$ cat src/rtl/alu_arbiter_if.sv
// ============================================================================
// Module   : alu_arbiter_if
// Purpose  : Request/response and ALU-side bus bundle for alu_arbiter.
// Revision : 1.0
// ============================================================================
`default_nettype none

interface alu_arbiter_if #(
    parameter int WIDTH = 32
);
    logic [1:0]       req_valid;
    logic [1:0]       req_ready;
    logic [WIDTH-1:0] req_a0;
    logic [WIDTH-1:0] req_b0;
    logic [2:0]       req_ctrl0;
    logic [WIDTH-1:0] req_a1;
    logic [WIDTH-1:0] req_b1;
    logic [2:0]       req_ctrl1;
    logic [1:0]       rsp_valid;
    logic [1:0]       rsp_ready;
    logic [WIDTH-1:0] rsp_result;
    logic             rsp_zero;
    logic [WIDTH-1:0] alu_a;
    logic [WIDTH-1:0] alu_b;
    logic [2:0]       alu_control;
    logic [WIDTH-1:0] alu_result;
    logic             alu_zero;

    // Requesters plus the ALU instance
    modport master (
        output req_valid, req_a0, req_b0, req_ctrl0, req_a1, req_b1, req_ctrl1,
        output rsp_ready, alu_result, alu_zero,
        input  req_ready, rsp_valid, rsp_result, rsp_zero,
        input  alu_a, alu_b, alu_control
    );

    modport slave (
        input  req_valid, req_a0, req_b0, req_ctrl0, req_a1, req_b1, req_ctrl1,
        input  rsp_ready, alu_result, alu_zero,
        output req_ready, rsp_valid, rsp_result, rsp_zero,
        output alu_a, alu_b, alu_control
    );
endinterface

`default_nettype wire

$ cat src/rtl/alu_arbiter.sv
// ============================================================================
// Module   : alu_arbiter
// Purpose  : Round-robin sharing of one combinational ALU between two ports.
//            Optional per-port operation counters: define ALU_ARB_OPCNT_EN.
// Revision : 1.0
// ============================================================================
`default_nettype none

module alu_arbiter #(
    parameter int         WIDTH   = 32,
    parameter logic [0:0] RR_INIT = 1'b0
) (
    input  wire logic        clk,
    input  wire logic        reset,
`ifdef ALU_ARB_OPCNT_EN
    output logic [31:0]      op_count0,
    output logic [31:0]      op_count1,
`endif
    alu_arbiter_if.slave     bus
);

    typedef enum logic [1:0] {
        S_IDLE = 2'd0,
        S_EXEC = 2'd1,
        S_RESP = 2'd2
    } state_t;

    state_t           r_state;
    state_t           w_next;
    logic             r_ptr;
    logic             r_owner;
    logic [WIDTH-1:0] r_a;
    logic [WIDTH-1:0] r_b;
    logic [2:0]       r_ctrl;
    logic [WIDTH-1:0] r_result;
    logic             r_zero;

    logic             w_win;
    logic             w_accept;
    logic [1:0]       w_req_ready;
    logic [1:0]       w_rsp_valid;
    logic             w_rsp_done;

    always_comb begin
        w_next      = r_state;
        w_win       = r_ptr;
        w_accept    = 1'b0;
        w_req_ready = 2'b00;
        w_rsp_valid = 2'b00;
        w_rsp_done  = 1'b0;
        case (r_state)
            S_IDLE: begin
                if (bus.req_valid == 2'b11)
                    w_win = r_ptr;
                else if (bus.req_valid[0])
                    w_win = 1'b0;
                else
                    w_win = 1'b1;
                // Gated by reset so nothing is offered while held in reset
                if ((bus.req_valid != 2'b00) && reset) begin
                    w_accept           = 1'b1;
                    w_req_ready[w_win] = 1'b1;
                    w_next             = S_EXEC;
                end
            end
            S_EXEC: begin
                w_next = S_RESP;
            end
            S_RESP: begin
                w_rsp_valid[r_owner] = 1'b1;
                if (bus.rsp_ready[r_owner]) begin
                    w_rsp_done = 1'b1;
                    w_next     = S_IDLE;
                end
            end
            default: begin
                w_next = S_IDLE;
            end
        endcase
    end

    always_ff @(posedge clk or negedge reset) begin
        if (!reset) begin
            r_state  <= S_IDLE;
            r_ptr    <= RR_INIT;
            r_owner  <= 1'b0;
            r_a      <= '0;
            r_b      <= '0;
            r_ctrl   <= 3'd0;
            r_result <= '0;
            r_zero   <= 1'b0;
        end else begin
            r_state <= w_next;
            if (w_accept) begin
                r_owner <= w_win;
                r_a     <= w_win ? bus.req_a1    : bus.req_a0;
                r_b     <= w_win ? bus.req_b1    : bus.req_b0;
                r_ctrl  <= w_win ? bus.req_ctrl1 : bus.req_ctrl0;
            end
            if (r_state == S_EXEC) begin
                r_result <= bus.alu_result;
                r_zero   <= bus.alu_zero;
            end
            if (w_rsp_done)
                r_ptr <= ~r_owner;
        end
    end

`ifdef ALU_ARB_OPCNT_EN
    logic [31:0] r_cnt0;
    logic [31:0] r_cnt1;

    always_ff @(posedge clk or negedge reset) begin
        if (!reset) begin
            r_cnt0 <= 32'd0;
            r_cnt1 <= 32'd0;
        end else if (w_rsp_done) begin
            if (r_owner)
                r_cnt1 <= r_cnt1 + 32'd1;
            else
                r_cnt0 <= r_cnt0 + 32'd1;
        end
    end

    assign op_count0 = r_cnt0;
    assign op_count1 = r_cnt1;
`endif

    // ALU inputs come straight from the latched operands: stable until next grant
    assign bus.alu_a       = r_a;
    assign bus.alu_b       = r_b;
    assign bus.alu_control = r_ctrl;
    assign bus.req_ready   = w_req_ready;
    assign bus.rsp_valid   = w_rsp_valid;
    assign bus.rsp_result  = r_result;
    assign bus.rsp_zero    = r_zero;

endmodule

`default_nettype wire
$ cat src/flat_wrapper.sv
// flat-port wrapper written by rule: the top's interface ports become plain ports
module alu_arbiter_flat 
#(
    parameter int         WIDTH   = 32,
    parameter logic [0:0] RR_INIT = 1'b0
)
  (clk, reset, bus_req_valid, bus_req_a0, bus_req_b0, bus_req_ctrl0, bus_req_a1, bus_req_b1, bus_req_ctrl1, bus_rsp_ready, bus_alu_result, bus_alu_zero, bus_req_ready, bus_rsp_valid, bus_rsp_result, bus_rsp_zero, bus_alu_a, bus_alu_b, bus_alu_control);
  alu_arbiter_if #(.WIDTH(WIDTH)) bus_i ();
  input  wire logic clk;
  input  wire logic reset;
  input wire logic [$bits(bus_i.req_valid)-1:0] bus_req_valid;
  input wire logic [$bits(bus_i.req_a0)-1:0] bus_req_a0;
  input wire logic [$bits(bus_i.req_b0)-1:0] bus_req_b0;
  input wire logic [$bits(bus_i.req_ctrl0)-1:0] bus_req_ctrl0;
  input wire logic [$bits(bus_i.req_a1)-1:0] bus_req_a1;
  input wire logic [$bits(bus_i.req_b1)-1:0] bus_req_b1;
  input wire logic [$bits(bus_i.req_ctrl1)-1:0] bus_req_ctrl1;
  input wire logic [$bits(bus_i.rsp_ready)-1:0] bus_rsp_ready;
  input wire logic [$bits(bus_i.alu_result)-1:0] bus_alu_result;
  input wire logic [$bits(bus_i.alu_zero)-1:0] bus_alu_zero;
  output wire logic [$bits(bus_i.req_ready)-1:0] bus_req_ready;
  output wire logic [$bits(bus_i.rsp_valid)-1:0] bus_rsp_valid;
  output wire logic [$bits(bus_i.rsp_result)-1:0] bus_rsp_result;
  output wire logic [$bits(bus_i.rsp_zero)-1:0] bus_rsp_zero;
  output wire logic [$bits(bus_i.alu_a)-1:0] bus_alu_a;
  output wire logic [$bits(bus_i.alu_b)-1:0] bus_alu_b;
  output wire logic [$bits(bus_i.alu_control)-1:0] bus_alu_control;
  assign bus_i.req_valid = bus_req_valid;
  assign bus_i.req_a0 = bus_req_a0;
  assign bus_i.req_b0 = bus_req_b0;
  assign bus_i.req_ctrl0 = bus_req_ctrl0;
  assign bus_i.req_a1 = bus_req_a1;
  assign bus_i.req_b1 = bus_req_b1;
  assign bus_i.req_ctrl1 = bus_req_ctrl1;
  assign bus_i.rsp_ready = bus_rsp_ready;
  assign bus_i.alu_result = bus_alu_result;
  assign bus_i.alu_zero = bus_alu_zero;
  assign bus_req_ready = bus_i.req_ready;
  assign bus_rsp_valid = bus_i.rsp_valid;
  assign bus_rsp_result = bus_i.rsp_result;
  assign bus_rsp_zero = bus_i.rsp_zero;
  assign bus_alu_a = bus_i.alu_a;
  assign bus_alu_b = bus_i.alu_b;
  assign bus_alu_control = bus_i.alu_control;
  alu_arbiter #(.WIDTH(WIDTH), .RR_INIT(RR_INIT)) u_core (.clk(clk), .reset(reset), .bus(bus_i));
endmodule
$ cat config.mk
export PLATFORM = sky130hd
export DESIGN_NAME = alu_arbiter_flat
export DESIGN_NICKNAME = d
export VERILOG_FILES = /design/src/rtl/alu_arbiter_if.sv /design/src/rtl/alu_arbiter.sv /design/src/flat_wrapper.sv
export SDC_FILE = /design/constraint.sdc
export NUM_CORES = 1
export LEC_CHECK = 0
export ABC_AREA = 1
export CORE_AREA = 2 2 126 128
export CTS_BUF_LIST = sky130_fd_sc_hd__clkbuf_16
export CTS_CLUSTER_SIZE = 16
export DETAILED_ROUTE_END_ITERATION = 10
export DIE_AREA = 0 0 128 130
export PLACE_DENSITY = 0.72
export SYNTH_ARGS = -nofsm -noshare
export SYNTH_HDL_FRONTEND = slang
export SYNTH_SLANG_ARGS = --single-unit
$ cat constraint.sdc
create_clock -name clk -period 1.59 [get_ports clk]
set_input_delay 0.477 -clock clk [delete_from_list [all_inputs] [get_ports clk]]
set_output_delay 0.477 -clock clk [all_outputs]
set_load 0.02 [all_outputs]
==> results of run 1 <==
## sequential cells by signal (all words and copies together) (netlist names)
| register | flops |
|---|---|
| u_core.r_state | 2 |
| u_core.r_owner | 1 |
| u_core.bus.alu_control | 3 |
| u_core.bus.rsp_result | 32 |
| u_core.bus.alu_a | 32 |
| u_core.r_ptr | 1 |
| u_core.bus.alu_b | 32 |
| u_core.bus.rsp_zero | 1 |
## cell type report
| cell class | instances | area (um2) | share of cell area |
|---|---|---|---|
| inverter | 142 | 533 | 0.0609 |
| clock buffer | 9 | 225 | 0.0257 |
| timing repair buffer | 304 | 3040 | 0.347 |
| tap | 192 | 240 | 0.0275 |
| clock inverter | 7 | 65.1 | 0.00743 |
| sequential | 104 | 2600 | 0.297 |
| multi-input combinational | 391 | 2040 | 0.234 |
## layer usage
layer | wire length (um) | GRT usage | share of wire
met1 | 7310 | 0.245 | 0.41
met2 | 8810 | 0.345 | 0.49
met3 | 1250 | 0.0525 | 0.070
met4 | 420 | 0.0847 | 0.024
met5 | 16 | 0 | 0.00090
## cells in the final DEF, fill, tap and decap left out
| cell type | n |
|---|---|
| nand3_1 | 201 |
| nor2_4 | 4 |
| dlygate4sd2_1 | 99 |
| nand2_2 | 2 |
| o21ai_2 | 1 |
| inv_6 | 3 |
| o22ai_1 | 1 |
| o21ai_0 | 3 |
| clkdlybuf4s50_1 | 169 |
| inv_2 | 5 |
| nor2_2 | 1 |
| buf_6 | 8 |
| buf_4 | 12 |
| clkbuf_16 | 11 |
| clkbuf_8 | 1 |
| buf_12 | 9 |
| nand3_2 | 1 |
| buf_16 | 1 |
| nand2_4 | 3 |
| nor2_1 | 1 |
| clkdlybuf4s15_1 | 3 |
| nand2_1 | 140 |
| clkinv_2 | 1 |
| dfrtp_1 | 104 |
| mux2_2 | 33 |
| clkinv_4 | 2 |
| inv_1 | 137 |
| clkinv_8 | 1 |
## worst max-delay path by stage
| stage | start | to | slack, ns | depth (start not counted) |
|---|---|---|---|---|
| 2_1_floorplan | bus_req_valid[1] | bus_req_ready[1] | -0.01 | 5 |
| 5_1_grt | u_core.r_state[0]$_DFFE_PN0P_ | bus_req_ready[1] | -0.28 | 5 |
| 4_1_cts | u_core.r_state[1]$_DFFE_PN0P_ | bus_req_ready[1] | -0.24 | 5 |
| 6_report | u_core.r_state[0]$_DFFE_PN0P_ | bus_req_ready[1] | -0.23 | 5 |
| 3_3_place_gp | bus_req_valid[0] | bus_req_ready[0] | -0.85 | 6 |
| 3_5_place_dp | bus_req_valid[0] | bus_req_ready[0] | -0.88 | 6 |
## power by group
group | internal [uW] | switching (uW) | total, uW | leakage [uW]
sequential | 3940 | 615 | 4560 | 0.00126
clock | 1100 | 1090 | 2190 | 0.000144
combinational | 3690 | 5170 | 8860 | 0.00329
## worst register-to-register path, delay by kind of cell (launching register included)
family | cells | cell delay (ns)
DFF | 1 | 0.39
buffers and inverters | 3 | 0.57
and+or+nand+nor | 6 | 0.48
## what timing repair did
action / in CTS / in global routing
cloned: 0 / 3
endpoints found under the setup margin: 173 / 121
resized for setup: 119 / 13
buffers inserted: 1 / 1
pin swaps: 3 / 2
## cell families after synthesis
kind of cell	synth area share
mux	0.0693
flops	0.485
buf+inv	0.141
compound gates	0.00560
simple gates	0.299
## through the flow
stage                     hold WS, ns  setup TNS [ns]  cells  instance area, um2
final                           0.264          -0.789   1149                8750
after global routing            0.331           -3.17   1149                8750
after CTS                       0.294          -0.833   1145                8640
after detailed placement        0.464          -63.36   1128                8430
after global placement          0.460          -59.02   1128                8430
after floorplan                 0.181         -0.0236    682                5370
==> metrics.yaml, run 1 <==
pwr:
  pwr_density_cell_mw_per_mm2: 1780
  p_total_uw: 15600
  irDropWorstVdd_mv: 0.884
  power_leakage_uw: 0.00469
outcome:
  violations: "negative setup slack"
  outcome: "finished with violations"
job:
  maxCapViolCount: 0
hold_path:
  worstHoldPathType: "in2async"
sta:
  setup_viol: 4
  report.final.slew_viol_count: 0
  relSlewSlack: 0.549
  worst_pin_slew_ns: 0.677
  clock.fmax_mhz: 549
  setup_ws_ns: -0.230
  rsz0062_at_grt: "true"
  fin_skew_ns: 0.0110
  finalCriticalPeriod_ns: 1.82
  hold_viol: 0
  finalCritPeriodShare: 1.14
detailed_routing:
  wl_per_cell_um: 15.5
  drc: 0
  drtPass1Iterations: 5
  vias_per_cell: 4.70
  ant_nets: 0
  vias: 5397
  dr.first_iter.drc_count: 274
  routed_wl_mm: 17.8
worst_setup_path:
  r2r_cells: 9
  worst-path-buf-inv: 2
  crit_chain: "buf_6, nor2_4, nand2_4, nor2_4, buf_12"
  r2r-start: "u_core.r_ptr$_DFFE_PN0P_"
  crit_fanout: 3
  reg2reg_to: "u_core.bus.alu_b[21]$_DFFE_PN0P_"
  critical_path.max_stage_delay_ns: 0.41
  worstSetupEndpointType: "output pin"
  crit_arrival_ns: 1.34
  required_ns: 1.11
  worst-setup-path-type: "reg2out"
  start_kind: "register"
  crit_top_cell: "nor2_4"
  crit_family: "flip-flops"
  slowest_stage: "dfrtp_1"
  rrSetupSlack_ns: 0.03
placement:
  gp_congestion: 0.746
  port_buffers: 276
  hpwlAfterDp_mm: 12.1
  dp_slack_ns: -0.884
synthesis:
  synth.top_cell.area_share: 0.485
  yosys.area.top_type: "dfrtp_1"
  synth.distinct_cells: 18
  synth_enable_flop_cells: 0
  synthesis.nets: 855
  synth_area_leaders: "dfrtp_1 (49%), nand3_1 (19%), nand2_1 (9.9%)"
  synthTopCellsByCount: "nand3_1 (202), nand2_1 (141), inv_1 (139), dfrtp_1 (104), mux2_2 (33)"
  synth_most_common_cell: "nand3_1"
  synth_seq_cells: 104
  synth_async_sr_flop_share: 1.00
  yosysSeqAreaShare: 0.485
  synth_area_mm2: 0.00537
  yosysWarnings: 0
  syn_inst: 682
  ys.flop_type: "dfrtp_1"
  syn_area_per_cell_um2: 7.87
global_route:
  grtUsageTotal: 0.202
  grt_max_degree: 70
  grt_pass1_vias: 5371
  global_route.overflow_total: 0
  antenna_found_initial: 1
  grt_pass1_wl_mm: 26.6
clock_network:
  clkSinkCount: 104
  cts_hold_buf: 0
  clockBufferDepth: 2
  htreeDepth: 3
  cts_tree: "built"
  clock_latency_ns: 0.35
  numCtsBuffers: 9
  cts.clk_slew.worst_paths_ns: 0.08
  cts-root-buf: "clkbuf_16"
floorplanning:
  rows: 46
  io_pins: 277
  start_util: 0.348
  die_y_um: 130
  chipWidth_um: 128
  dieArea_mm2: 0.0166
  core_mm2: 0.0154
final_layout:
  drive_gt1_frac: 0.103
  area_growth_pct: 63.1
  nets: 1125
  fill_cells: 1453
  post-route-util: 0.567
  antennaDiodeCount: 0
Power figures use the tool's default switching activity.
==> inputs of run 2 (changes only) <==
--- a/config.mk
+++ b/config.mk
@@ -11,6 +11,7 @@
 export CTS_CLUSTER_SIZE = 16
 export DETAILED_ROUTE_END_ITERATION = 10
 export DIE_AREA = 0 0 128 130
+export GPL_TIMING_DRIVEN = 0
 export PLACE_DENSITY = 0.72
 export SYNTH_ARGS = -nofsm -noshare
 export SYNTH_HDL_FRONTEND = slang
==> metrics.yaml, run 2 (same netlist as run 1, synthesis figures left out) <==
outcome:
  outcome: "finished with violations"
  violations: "negative setup slack"
detailed_routing:
  vias: 5503
  dr.first_iter.drc_count: 348
  wl_per_cell_um: 15.2
  ant_nets: 0
  vias_per_cell: 4.63
  drtPass1Iterations: 5
  routed_wl_mm: 18.1
  drc: 0
worst_setup_path:
  worst-path-buf-inv: 4
  reg2reg_to: "u_core.bus.rsp_result[22]$_DFFE_PN0N_"
  slowest_stage: "dfrtp_1"
  required_ns: 1.11
  crit_family: "flip-flops"
  worst-setup-path-type: "reg2out"
  rrSetupSlack_ns: 0.05
  critical_path.max_stage_delay_ns: 0.41
  worstSetupEndpointType: "output pin"
  crit_arrival_ns: 1.40
  r2r-start: "u_core.r_state[0]$_DFFE_PN0P_"
  crit_fanout: 3
  r2r_cells: 4
  start_kind: "register"
  startpoint: "u_core.r_state[1]$_DFFE_PN0P_"
  crit_chain: "inv_2, nand2_4, nor2_4, inv_2, clkbuf_8, nor2_4, buf_6"
placement:
  dpl.cell_count: 1151
  port_buffers: 276
  hpwlAfterDp_mm: 12.9
  gp_congestion: 0.784
floorplanning:
  rows: 46
  core_mm2: 0.0154
  start_util: 0.348
  dieArea_mm2: 0.0166
  io_pins: 277
  chipWidth_um: 128
  die_y_um: 130
global_route:
  grt_pass1_vias: 5335
  grt_pass1_wl_mm: 27.8
  gr-usage-met1: 0.274
  grt_max_degree: 30
  grtUsageTotal: 0.216
  grt_use_met2: 0.360
  use_met3: 0.0488
  global_route.overflow_total: 0
  antenna_found_initial: 0
  grt.busiest_layer: "met2"
pwr:
  p_total_uw: 15600
  p_int_uw: 8770
  irDropWorstVdd_mv: 0.839
  power_leakage_uw: 0.00485
  pwr_density_cell_mw_per_mm2: 1730
  p_clk_frac: 0.143
  seqPwrFrac: 0.294
  switching_share: 0.438
  switching_power_uw: 6840
  power_frac_comb: 0.564
sta:
  clock.fmax_mhz: 532
  report.final.slew_viol_count: 0
  hold_viol: 0
  fin_skew_ns: 0.0113
  finalCriticalPeriod_ns: 1.88
  finalCritPeriodShare: 1.18
  setup_viol: 4
  rsz0062_at_grt: "true"
  worst_pin_slew_ns: 0.499
  setup_ws_ns: -0.289
  relSlewSlack: 0.667
clock_network:
  numCtsBuffers: 9
  htreeDepth: 3
  clockBufferDepth: 2
  cts.clk_slew.worst_paths_ns: 0.08
  clkSinkCount: 104
  cts_tree: "built"
  clock_latency_ns: 0.35
  cts-root-buf: "clkbuf_16"
final_layout:
  layout.cells.non_filler: 1188
  drive_gt1_frac: 0.138
  nets: 1164
  layout.cells.most_common: "nand3_1"
  layout_common_cells: "nand3_1 (201), clkdlybuf4s50_1 (169), inv_1 (139), nand2_1 (139), dfrtp_1 (103)"
  antennaDiodeCount: 0
  area_growth_pct: 67.8
job:
  maxCapViolCount: 0
hold_path:
  worstHoldPathType: "in2async"
-- run 2: cell count changes in the layout (fill, tap and decap cells not counted), moves of 3 or more --
cell	previous run	this run
clkdlybuf4s15_1	3	7
clkbuf_4	0	6
dlygate4sd2_1	99	93
clkbuf_2	0	8
buf_2	0	7
buf_12	9	1
buf_4	12	31
clkbuf_1	0	3
bufbuf_16	0	3
-- run 2: how the worst max path moves through the flow --
stage / slack (ns) / to / cells past startpoint
after floorplan: -0.01 / bus_req_ready[1] / 5
after global placement: -5.61 / bus_req_ready[0] / 7
after detailed placement: -1.83 / bus_req_ready[0] / 8
after CTS: -0.30 / bus_req_ready[0] / 7
after global routing: -0.37 / bus_req_ready[0] / 7
final: -0.29 / bus_req_ready[0] / 7
-- run 2: layout make-up --
| cell class | instances | area [um2] |
|---|---|---|
| plain buffers | 45 | 362 |
| flip-flops and latches | 104 | 2600 |
| fillers | 1442 | 6420 |
| repair buffers | 298 | 2920 |
| multi-input cells | 391 | 2050 |
| inverters | 142 | 533 |
| clock inverters | 7 | 70.1 |
| well taps | 192 | 240 |
| clock buffers | 9 | 225 |
-- run 2: repair_timing --
| action | in CTS | in global routing |
|---|---|---|
| resized for setup | 176 | 35 |
| gates cloned | 3 | 1 |
| hold buffers | 1 | 0 |
| endpoints found under the hold margin | 22 | 0 |
| buffers inserted | 14 | 3 |
| endpoints found under the setup margin | 173 | 73 |
| pin swaps | 6 | 1 |
-- run 2: routing by layer --
| metal | vias up | part of all wire |
|---|---|---|
| li1 | 2745 | - |
| met1 | 2544 | 0.41 |
| met2 | 189 | 0.50 |
| met3 | 25 | 0.067 |
| met4 | 0 | 0.024 |
| met5 | - | 0 |
-- run 2: power by group through the flow --
| stage | logic (uW) | registers, uW | clock network [uW] |
|---|---|---|---|
| finish | 8800 | 4590 | 2230 |
| global route | 9580 | 4750 | 2410 |
| CTS | 8660 | 4580 | 2310 |
| detailed placement | 9120 | 4650 | 0 |
| global placement | 9050 | 4610 | 0 |
| floorplan | 3390 | 6190 | 0 |
-- run 2: through the flow --
step           worst slack, ns  cell area (um2)  hold WS (ns)  TNS [ns]   util
3_5_place_dp             -1.83             8400         0.464    -66.75  0.545
3_3_place_gp             -5.61             8370         0.461   -775.36  0.543
6_report                -0.289             9000        0.0642     -1.02  0.584
5_1_grt                 -0.368             9000        0.0591     -1.35  0.584
4_1_cts                 -0.300             8920        0.0504    -0.869  0.578
2_1_floorplan          -0.0143             5370         0.181   -0.0236      -
==> inputs of run 3 (changes only) <==
--- a/config.mk
+++ b/config.mk
@@ -6,13 +6,12 @@
 export NUM_CORES = 1
 export LEC_CHECK = 0
 export ABC_AREA = 1
-export CORE_AREA = 2 2 126 128
+export CORE_AREA = 2 2 144 146
 export CTS_BUF_LIST = sky130_fd_sc_hd__clkbuf_16
 export CTS_CLUSTER_SIZE = 16
 export DETAILED_ROUTE_END_ITERATION = 10
-export DIE_AREA = 0 0 128 130
-export GPL_TIMING_DRIVEN = 0
-export PLACE_DENSITY = 0.72
+export DIE_AREA = 0 0 146 148
+export PLACE_DENSITY_LB_ADDON = 0.2
 export SYNTH_ARGS = -nofsm -noshare
 export SYNTH_HDL_FRONTEND = slang
 export SYNTH_SLANG_ARGS = --single-unit
==> metrics.yaml, run 3 (same netlist as run 1, synthesis figures left out) <==
detailed_routing:
  vias_per_cell: 4.36
  wl_per_cell_um: 15.5
  drtPass1Iterations: 4
  ant_nets: 0
  dr.first_iter.drc_count: 208
  drc: 0
  vias: 5398
  routed_wl_mm: 19.2
global_route:
  grt_pass1_wl_mm: 29.4
  antenna_found_initial: 0
  grt.busiest_layer: "met2"
  gr-usage-met1: 0.219
  grt_pass1_vias: 5438
  grt_max_degree: 105
  use_met3: 0.0389
  grtUsageTotal: 0.171
  global_route.overflow_total: 0
  grt_use_met2: 0.286
job:
  maxCapViolCount: 0
pwr:
  p_total_uw: 15900
  irDropWorstVdd_mv: 0.610
  pwr_density_cell_mw_per_mm2: 1760
  power_leakage_uw: 0.00478
final_layout:
  antennaDiodeCount: 0
  multi_input_comb_area_mm2: 0.00208
  seqCellArea_mm2: 0.00260
  fill_cells: 2063
  drive_gt1_frac: 0.116
  layout_common_cells: "nand3_1 (198), clkdlybuf4s50_1 (169), inv_1 (139), nand2_1 (138), dfrtp_1 (104)"
  layout.cells.most_common: "nand3_1"
  area_growth_pct: 68.2
  post-route-util: 0.450
  nets: 1135
  layout.cells.non_filler: 1237
sta:
  fin_skew_ns: 0.00695
  report.final.slew_viol_count: 0
  rsz0062_at_grt: "true"
  setup_viol: 4
  finalCritPeriodShare: 1.15
  worst_pin_slew_ns: 0.595
  setup_ws_ns: -0.234
  hold_viol: 0
  relSlewSlack: 0.603
  holdWs_ns: 0.245
  clock.fmax_mhz: 548
  finalCriticalPeriod_ns: 1.82
clock_network:
  cts.clk_slew.worst_paths_ns: 0.08
  numCtsBuffers: 9
  cts_hold_buf: 0
  cts-root-buf: "clkbuf_16"
  clockBufferDepth: 2
  clock_latency_ns: 0.35
  cts_tree: "built"
  clkSinkCount: 104
  htreeDepth: 3
worst_setup_path:
  r2r_cells: 9
  crit_fanout: 3
  crit_chain: "buf_6, inv_4, nand2_4, nor2_4, inv_2, nor2_4, buf_6"
  worst-setup-path-type: "reg2out"
  critical_path_cell_count: 7
  crit_arrival_ns: 1.35
  required_ns: 1.11
  worstSetupEndpointType: "output pin"
  slowest_stage: "dfrtp_1"
  crit_family: "flip-flops"
  worst-path-buf-inv: 4
  critical_path.max_stage_delay_ns: 0.40
  start_kind: "register"
floorplanning:
  start_util: 0.268
  die_y_um: 148
  rows: 52
  io_pins: 277
  dieArea_mm2: 0.0216
  chipWidth_um: 146
  core_mm2: 0.0200
outcome:
  outcome: "finished with violations"
  violations: "negative setup slack"
placement:
  dp_slack_ns: -0.502
  gp_congestion: 0.713
  port_buffers: 276
  hpwlAfterDp_mm: 12.7
  dpl.cell_count: 1210
hold_path:
  worstHoldPathType: "in2async"
-- run 3: changes by cell type in the layout (fill, tap and decap cells not counted), sizes merged --
cell           before  now
clkdlybuf4s15       7    4
buf                52   38
clkbuf             28   15
clkinv              1    5
bufbuf              3    0
inv               147  143
dlygate4sd2        93   97
-- run 3: cell type report --
| type | count | area share |
|---|---|---|
| well taps | 270 | 0.0374 |
| repair buffers | 314 | 0.353 |
| clock buffers | 9 | 0.0250 |
| clock inverters | 7 | 0.00652 |
| flip-flops and latches | 104 | 0.288 |
| inverters | 142 | 0.0594 |
| multi-input cells | 391 | 0.230 |
-- run 3: metal layers --
layer,wire (um),part of all wire
met1,8480,0.44
met2,9110,0.47
met3,1190,0.062
met4,405,0.021
met5,0,0
-- run 3: path summary, 6_finish.rpt --
path | from | slack, ns | end
worst max-delay path | u_core.r_state[0]$_DFFE_PN0P_ | -0.23 | bus_req_ready[0]
worst min-delay path | reset | 0.24 | u_core.bus.rsp_result[9]$_DFFE_PN0N_
worst max register to register | u_core.r_state[0]$_DFFE_PN0P_ | 0.07 | u_core.bus.alu_b[24]$_DFFE_PN0P_
worst min register to register | u_core.bus.alu_a[22]$_DFFE_PN0P_ | 0.47 | u_core.bus.alu_a[22]$_DFFE_PN0P_
max in group asynchronous | reset | 0.88 | u_core.bus.alu_a[3]$_DFFE_PN0P_
min in group clk | u_core.bus.alu_a[22]$_DFFE_PN0P_ | 0.47 | u_core.bus.alu_a[22]$_DFFE_PN0P_
-- run 3: power breakdown --
group          total, uW  internal, uW  switching (uW)
combinational       9160          3880            5280
clock               2180          1080            1100
sequential          4540          3940             598
-- run 3: through the flow --
step / setup TNS [ns] / cell area (um2)
after floorplan: -0.0236 / 5370
after global placement: -22.05 / 8600
after detailed placement: -22.96 / 8600
after CTS: -0.762 / 8820
after global routing: -1.09 / 9020
final: -0.591 / 9020
-- run 3: timing repair --
| action | 4_1_cts | 5_1_grt |
|---|---|---|
| resized for setup | 121 | 22 |
| hold endpoints to repair | 0 | 0 |
| setup buffers | 5 | 2 |
| endpoints found under the setup margin | 104 | 21 |
| pin swaps | 7 | 6 |
| cloned | 0 | 5 |
==> RTL edit 1 (settings of run 1) <==
`RR_INIT` is set to 1'b0 in 2 places; all go to 1'b1.
--- a/src/rtl/alu_arbiter.sv
+++ b/src/rtl/alu_arbiter.sv
@@ -8,7 +8,7 @@
 
 module alu_arbiter #(
     parameter int         WIDTH   = 32,
-    parameter logic [0:0] RR_INIT = 1'b0
+    parameter logic [0:0] RR_INIT = 1'b1
 ) (
     input  wire logic        clk,
     input  wire logic        reset,
--- a/src/flat_wrapper.sv
+++ b/src/flat_wrapper.sv
@@ -2,7 +2,7 @@
 module alu_arbiter_flat 
 #(
     parameter int         WIDTH   = 32,
-    parameter logic [0:0] RR_INIT = 1'b0
+    parameter logic [0:0] RR_INIT = 1'b1
 )
   (clk, reset, bus_req_valid, bus_req_a0, bus_req_b0, bus_req_ctrl0, bus_req_a1, bus_req_b1, bus_req_ctrl1, bus_rsp_ready, bus_alu_result, bus_alu_zero, bus_req_ready, bus_rsp_valid, bus_rsp_result, bus_rsp_zero, bus_alu_a, bus_alu_b, bus_alu_control);
   alu_arbiter_if #(.WIDTH(WIDTH)) bus_i ();
Behaviour: not the same (a bounded check fails within 4 cycles, from zero or initial values and one cycle with reset low).
==> RTL edit 1 against run 1 <==
  * The run still ends with negative setup slack left
  * Largest power group unchanged
  * Global-route usage is 0.60 points lower
  * First-iteration DRC count is 13% higher
  * Critical endpoint unchanged
  * Critical path type unchanged
  * Total power is 0.60% lower
  * Area after synthesis about the same
  * Worst setup slack better by 28 ps
  * Clock power fell by 2%
  * Design area increased by 0.19%
  * Highest routed layer is now met4
  * Largest cell class unchanged
  * Sequential cell count unchanged
  * Count of clock-buffer cells in the layout unchanged
  * Worst hold slack worse by 41 ps
  * Routed wire length shrank 5.1%
  * Non-clock buffer count up 7
==> RTL edit 1: results (changes against run 1) <==
| Metric | Value |
|---|---|
| Maximum fanout along the worst path | 2 (-1) |
| Vias | 5,328 (-1.3%) |
| First-pass GRT wire length | 25.88 mm (-2.7%) |
| WL final | 16.90 mm (-5.1%) |
| Violated checks | negative setup slack |
| Status | finished, violations left |
| Layout Skew | 9.435 ps (-1.516 ps) |
| Drt pass-1 iters | 4 (-1) |
| Netlist cell types | 19 (+1) |
| # setup viols final | 4 (unchanged) |
| Placed insts | 1,135 (+0.62%) |
| Leakage | 4.688 nW (-0.11%) |
| Share of cells above drive strength 1 | 0.1141 (+0.01066) |
| FF-to-FF Start | u_core.r_state[0] |
| Internal | 8.759 mW (+0.35%) |
| Setup ws final | -202.0 ps (+28.09 ps) |
| Cell count of the worst reg-to-reg path | 7 (-2) |
| Worst R2R End | u_core.bus.alu_a[20] |
| Initial DRC Count | 309 (+13%) |
| Filler instances | 1,502 (+3.4%) |
| Global placer's final weighted congestion | 0.7738 (+3.8%) |
| Worst vdd ir | 0.8369 mV (-5.3%) |
| Vias in the first global route | 5,136 (-4.4%) |
| Rel. slew slack | 0.5640 (+0.01522) |
| Gr usage total | 0.1963 (-0.006029) |
## RTL edit 1: changes by cell type after synthesis, sizes merged
cell,delta
dfrtp,-1
dfstp,+1
## RTL edit 1: worst max-delay path by stage
stage | startpoint | to
6_report | u_core.r_ptr | bus_req_ready[1]
5_1_grt | u_core.r_ptr | bus_req_ready[1]
3_5_place_dp | bus_req_valid[1] | bus_req_ready[1]
2_1_floorplan | bus_req_valid[0] | bus_req_ready[0]
3_3_place_gp | bus_req_valid[1] | bus_req_ready[1]
4_1_cts | u_core.r_ptr | bus_req_ready[1]
## RTL edit 1: power by group through the flow
stage | Combinational (mW) | Clock (mW) | Sequential (mW)
finish | 8.81 | 2.14 | 4.57
global route | 9.57 | 2.30 | 4.74
CTS | 8.60 | 2.21 | 4.57
detailed placement | 9.39 | 0 | 4.65
global placement | 9.33 | 0 | 4.62
floorplan | 3.40 | 0 | 6.20
## RTL edit 1: area by class of cell
type                            instances  area [um2]  share of cell area
Timing Repair Buffer                  311        3038              0.3465
Sequential cell                       104        2605              0.2971
Multi-Input combinational cell        391        2067              0.2358
Inverter                              142       533.0             0.06080
Tap cell                              192       240.2             0.02740
Clock buffer                            9       225.2             0.02569
Clock inverter                          7       56.30            0.006422
Antenna cell                            1       2.502           0.0002854
## RTL edit 1: metrics by stage
step / power (mW) / hold slack (ps) / instance area, um2 / TNS [ps] / setup WS (ps)
after CTS: 15.39 / 227.6 / 8638 / -675.5 / -252.2
after global routing: 16.61 / 257.1 / 8767 / -991.9 / -247.4
after floorplan: 9.604 / 181.4 / 5379 / -26.03 / -26.03
after detailed placement: 14.05 / 463.9 / 8444 / -79410 / -878.1
after global placement: 13.95 / 460.5 / 8444 / -79070 / -864.5
final: 15.52 / 223.2 / 8767 / -720.2 / -202.0
## RTL edit 1: cells by family after synthesis
| family | synth area share |
|---|---|
| AND/OR/NAND/NOR | 0.2987 |
| buffers and inverters | 0.1413 |
| flip-flops | 0.4852 |
| multiplexers | 0.06925 |
| AO/OA/AOI/OAI | 0.005596 |
## RTL edit 1: routing by layer
metal  wire, um  GRT usage  up-vias
li1           -          -     2673
met1       7309     0.2477     2448
met2       8062     0.3344      188
met3       1215    0.04346       19
met4        308    0.06917        0
met5          0          0        -
## RTL edit 1: worst max-delay path: stages, from the launching register on
cell and delay, ps:
dfstp_2 560, nand2_4 60, nand2_4 90, nand2_4 60, nor2_4 80, buf_6 120
## RTL edit 1: what timing repair did
action                     4_1_cts  5_1_grt
gates resized for setup        137       21
hold buffers                     0        0
setup buffers                    1        2
cloned                           0        2
pin swaps                        2        6
setup endpoints to repair      215       74
==> RTL edit 2 (config.mk and constraints of run 1) <==
Without the edit above. The 3 states of `state_t` get a one-hot encoding in 3 bits.
--- a/src/rtl/alu_arbiter.sv
+++ b/src/rtl/alu_arbiter.sv
@@ -19,10 +19,10 @@
     alu_arbiter_if.slave     bus
 );
 
-    typedef enum logic [1:0] {
-        S_IDLE = 2'd0,
-        S_EXEC = 2'd1,
-        S_RESP = 2'd2
+    typedef enum logic [2:0] {
+        S_IDLE = 3'b001,
+        S_EXEC = 3'b010,
+        S_RESP = 3'b100
     } state_t;
 
     state_t           r_state;
Behaviour: same outputs for any inputs over 4 cycles, from zero or initial values and one cycle with reset low; so few cycles prove little.
==> RTL edit 2 against run 1 <==
  * The run still ends with negative setup slack left
  * Worst hold slack gained 94 ps
  * Sequential cell count up 1
  * Worst setup slack worse by 79 ps
  * Total power rose by 3.9%
  * Non-clock buffer count up 3
  * Global-route usage rose by 0.20 points
  * Die area did not move
  * Fmax down 4.2%
  * Design area increased by 2.3%
  * Routed wire length grew 0.54%
  * Area after synthesis is 2.1% higher
  * Highest routed layer is now met4
==> RTL edit 2: results (changes against run 1) <==
| Metric | Value |
|---|---|
| Share of cells above drive strength 1 | 0.1086 (+0.005135) |
| Violated checks | negative setup slack |
| Crit path max-delay cell type | dfstp_2 |
| Syn. warnings | 0 (unchanged) |
| Worst-Margin Slew | 775.4 ps (+98.57 ps) |
| Largest net degree at the start of global routing | 69 (-1.4%) |
| Syn-to-layout area delta | 63.40% |
| Syn avg cell area | 7.954 um2 (+1.1%) |
| Critical path's largest stage delay | 580 ps (+170 ps) |
| Placed insts | 1,137 (+0.80%) |
| Setup ws final | -309.1 ps (-79.07 ps) |
| Internal | 9.230 mW (+5.7%) |
| Global placer's final weighted congestion | 0.7615 (+2.1%) |
| Initial DRC Count | 251 (-8.4%) |
| Placed cell areas | 8499 um2 (+0.85%) |
| Filler instances | 1,439 (-0.96%) |
| Initial antenna violation count | 0 (-1) |
| Vias in the first global route | 5,255 (-2.2%) |
| Post-synth top cells | nand3_1 (203), nand2_1 (144), inv_1 (137) |
| Netlist cell types | 21 (+3) |
| Worst vdd ir | 1.075 mV (+22%) |
| Layout Skew | 9.354 ps (-1.598 ps) |
| Drt wl/cell | 15.45 um (-0.33%) |
| Status | finished, violations left |
| Leakage | 4.868 nW (+3.7%) |
| CP arrival | 1420 ps (+80 ps) |
| Ranking of synthesized cells by area | dfrtp_1 (47%), nand3_1 (19%), nand2_1 (9.9%), inv_1 (9.4%), mux2_2 (6.8%) |
| Drt pass-1 iters | 4 (-1) |
| # setup viols final | 99 (+95) |
| Vias per Instance | 4.770 (+1.6%) |
| Gr usage total | 0.2043 (+0.002012) |
| First-pass GRT wire length | 26.87 mm (+1.1%) |
| Post-DP HPWL | 12.10 mm (+0.38%) |
[RTL edit 2: changes by cell type after synthesis, sizes merged]
cell and change:
nand3 +4, o22ai -1, buf +2, nor2 +1
nand2 +2, a21oi +1, clkbuf -2, o21ai -2
a21boi +1, dfstp +1
[RTL edit 2: layout make-up]
cell class / instances / area share
inverters: 142 / 0.05952
multi-input cells: 397 / 0.2447
well taps: 192 / 0.02683
clock inverters: 7 / 0.01216
clock buffers: 9 / 0.02515
repair buffers: 307 / 0.3381
flip-flops and latches: 105 / 0.2936
[RTL edit 2: stage by stage]
| stage | TNS [ps] | worst slack [ps] |
|---|---|---|
| final | -10990 | -309.1 |
| after global routing | -20170 | -373.8 |
| after CTS | -14350 | -317.0 |
| after detailed placement | -47490 | -884.6 |
| after global placement | -44630 | -865.1 |
| after floorplan | -73.55 | -43.01 |
[RTL edit 2: power groups by stage]
stage / registers (mW) / clock network (mW) / logic (mW)
floorplan: 6.24 / 0 / 3.68
global placement: 4.65 / 0 / 9.42
detailed placement: 4.71 / 0 / 9.52
CTS: 4.63 / 2.60 / 8.70
global route: 4.82 / 2.68 / 9.78
finish: 4.66 / 2.53 / 9.03
[RTL edit 2: path summary, 6_finish.rpt]
path | from | end | slack [ps] | cells after the start
setup reg to reg | u_core.r_state[0] | u_core.bus.alu_b[0] | -210 | 5
max in group asynchronous | reset | u_core.bus.alu_a[1] | 730 | 3
hold / removal | reset | u_core.bus.alu_a[22] | 360 | 3
setup / recovery | u_core.r_state[0] | bus_req_ready[1] | -310 | 5
hold reg to reg | u_core.bus.alu_b[10] | u_core.bus.alu_b[10] | 470 | 2
min in group clk | u_core.bus.alu_b[10] | u_core.bus.alu_b[10] | 470 | 2
[RTL edit 2: worst max-delay path, delay by kind of cell (launching register included)]
kind / cells / cell delay, ps
AND/OR/NAND/NOR: 3 / 320
flip-flops: 1 / 580
buffers and inverters: 2 / 170
[RTL edit 2: layer usage]
metal	global-route usage	up-vias	part of all wire
met3	0.05371	31	0.079
met5	0	-	0
met2	0.3548	225	0.49
li1	-	2696	-
met4	0.06658	0	0.023
met1	0.2491	2577	0.40
[RTL edit 2: cells by family (layout without fill, tap and decap cells)]
logic type | count (synthesis) | count (layout) | synth area share
simple gates | 360 | 360 | 0.3005
buf+inv | 187 | 465 | 0.1479
flops | 105 | 105 | 0.4797
mux | 33 | 33 | 0.06781
compound gates | 4 | 4 | 0.004107
[RTL edit 2: timing repair]
action                     in CTS  in global routing
gates resized for setup       130                 45
setup buffers                   1                  3
setup endpoints to repair     173                 84
gates cloned                    0                  2
pin swaps                       3                  1
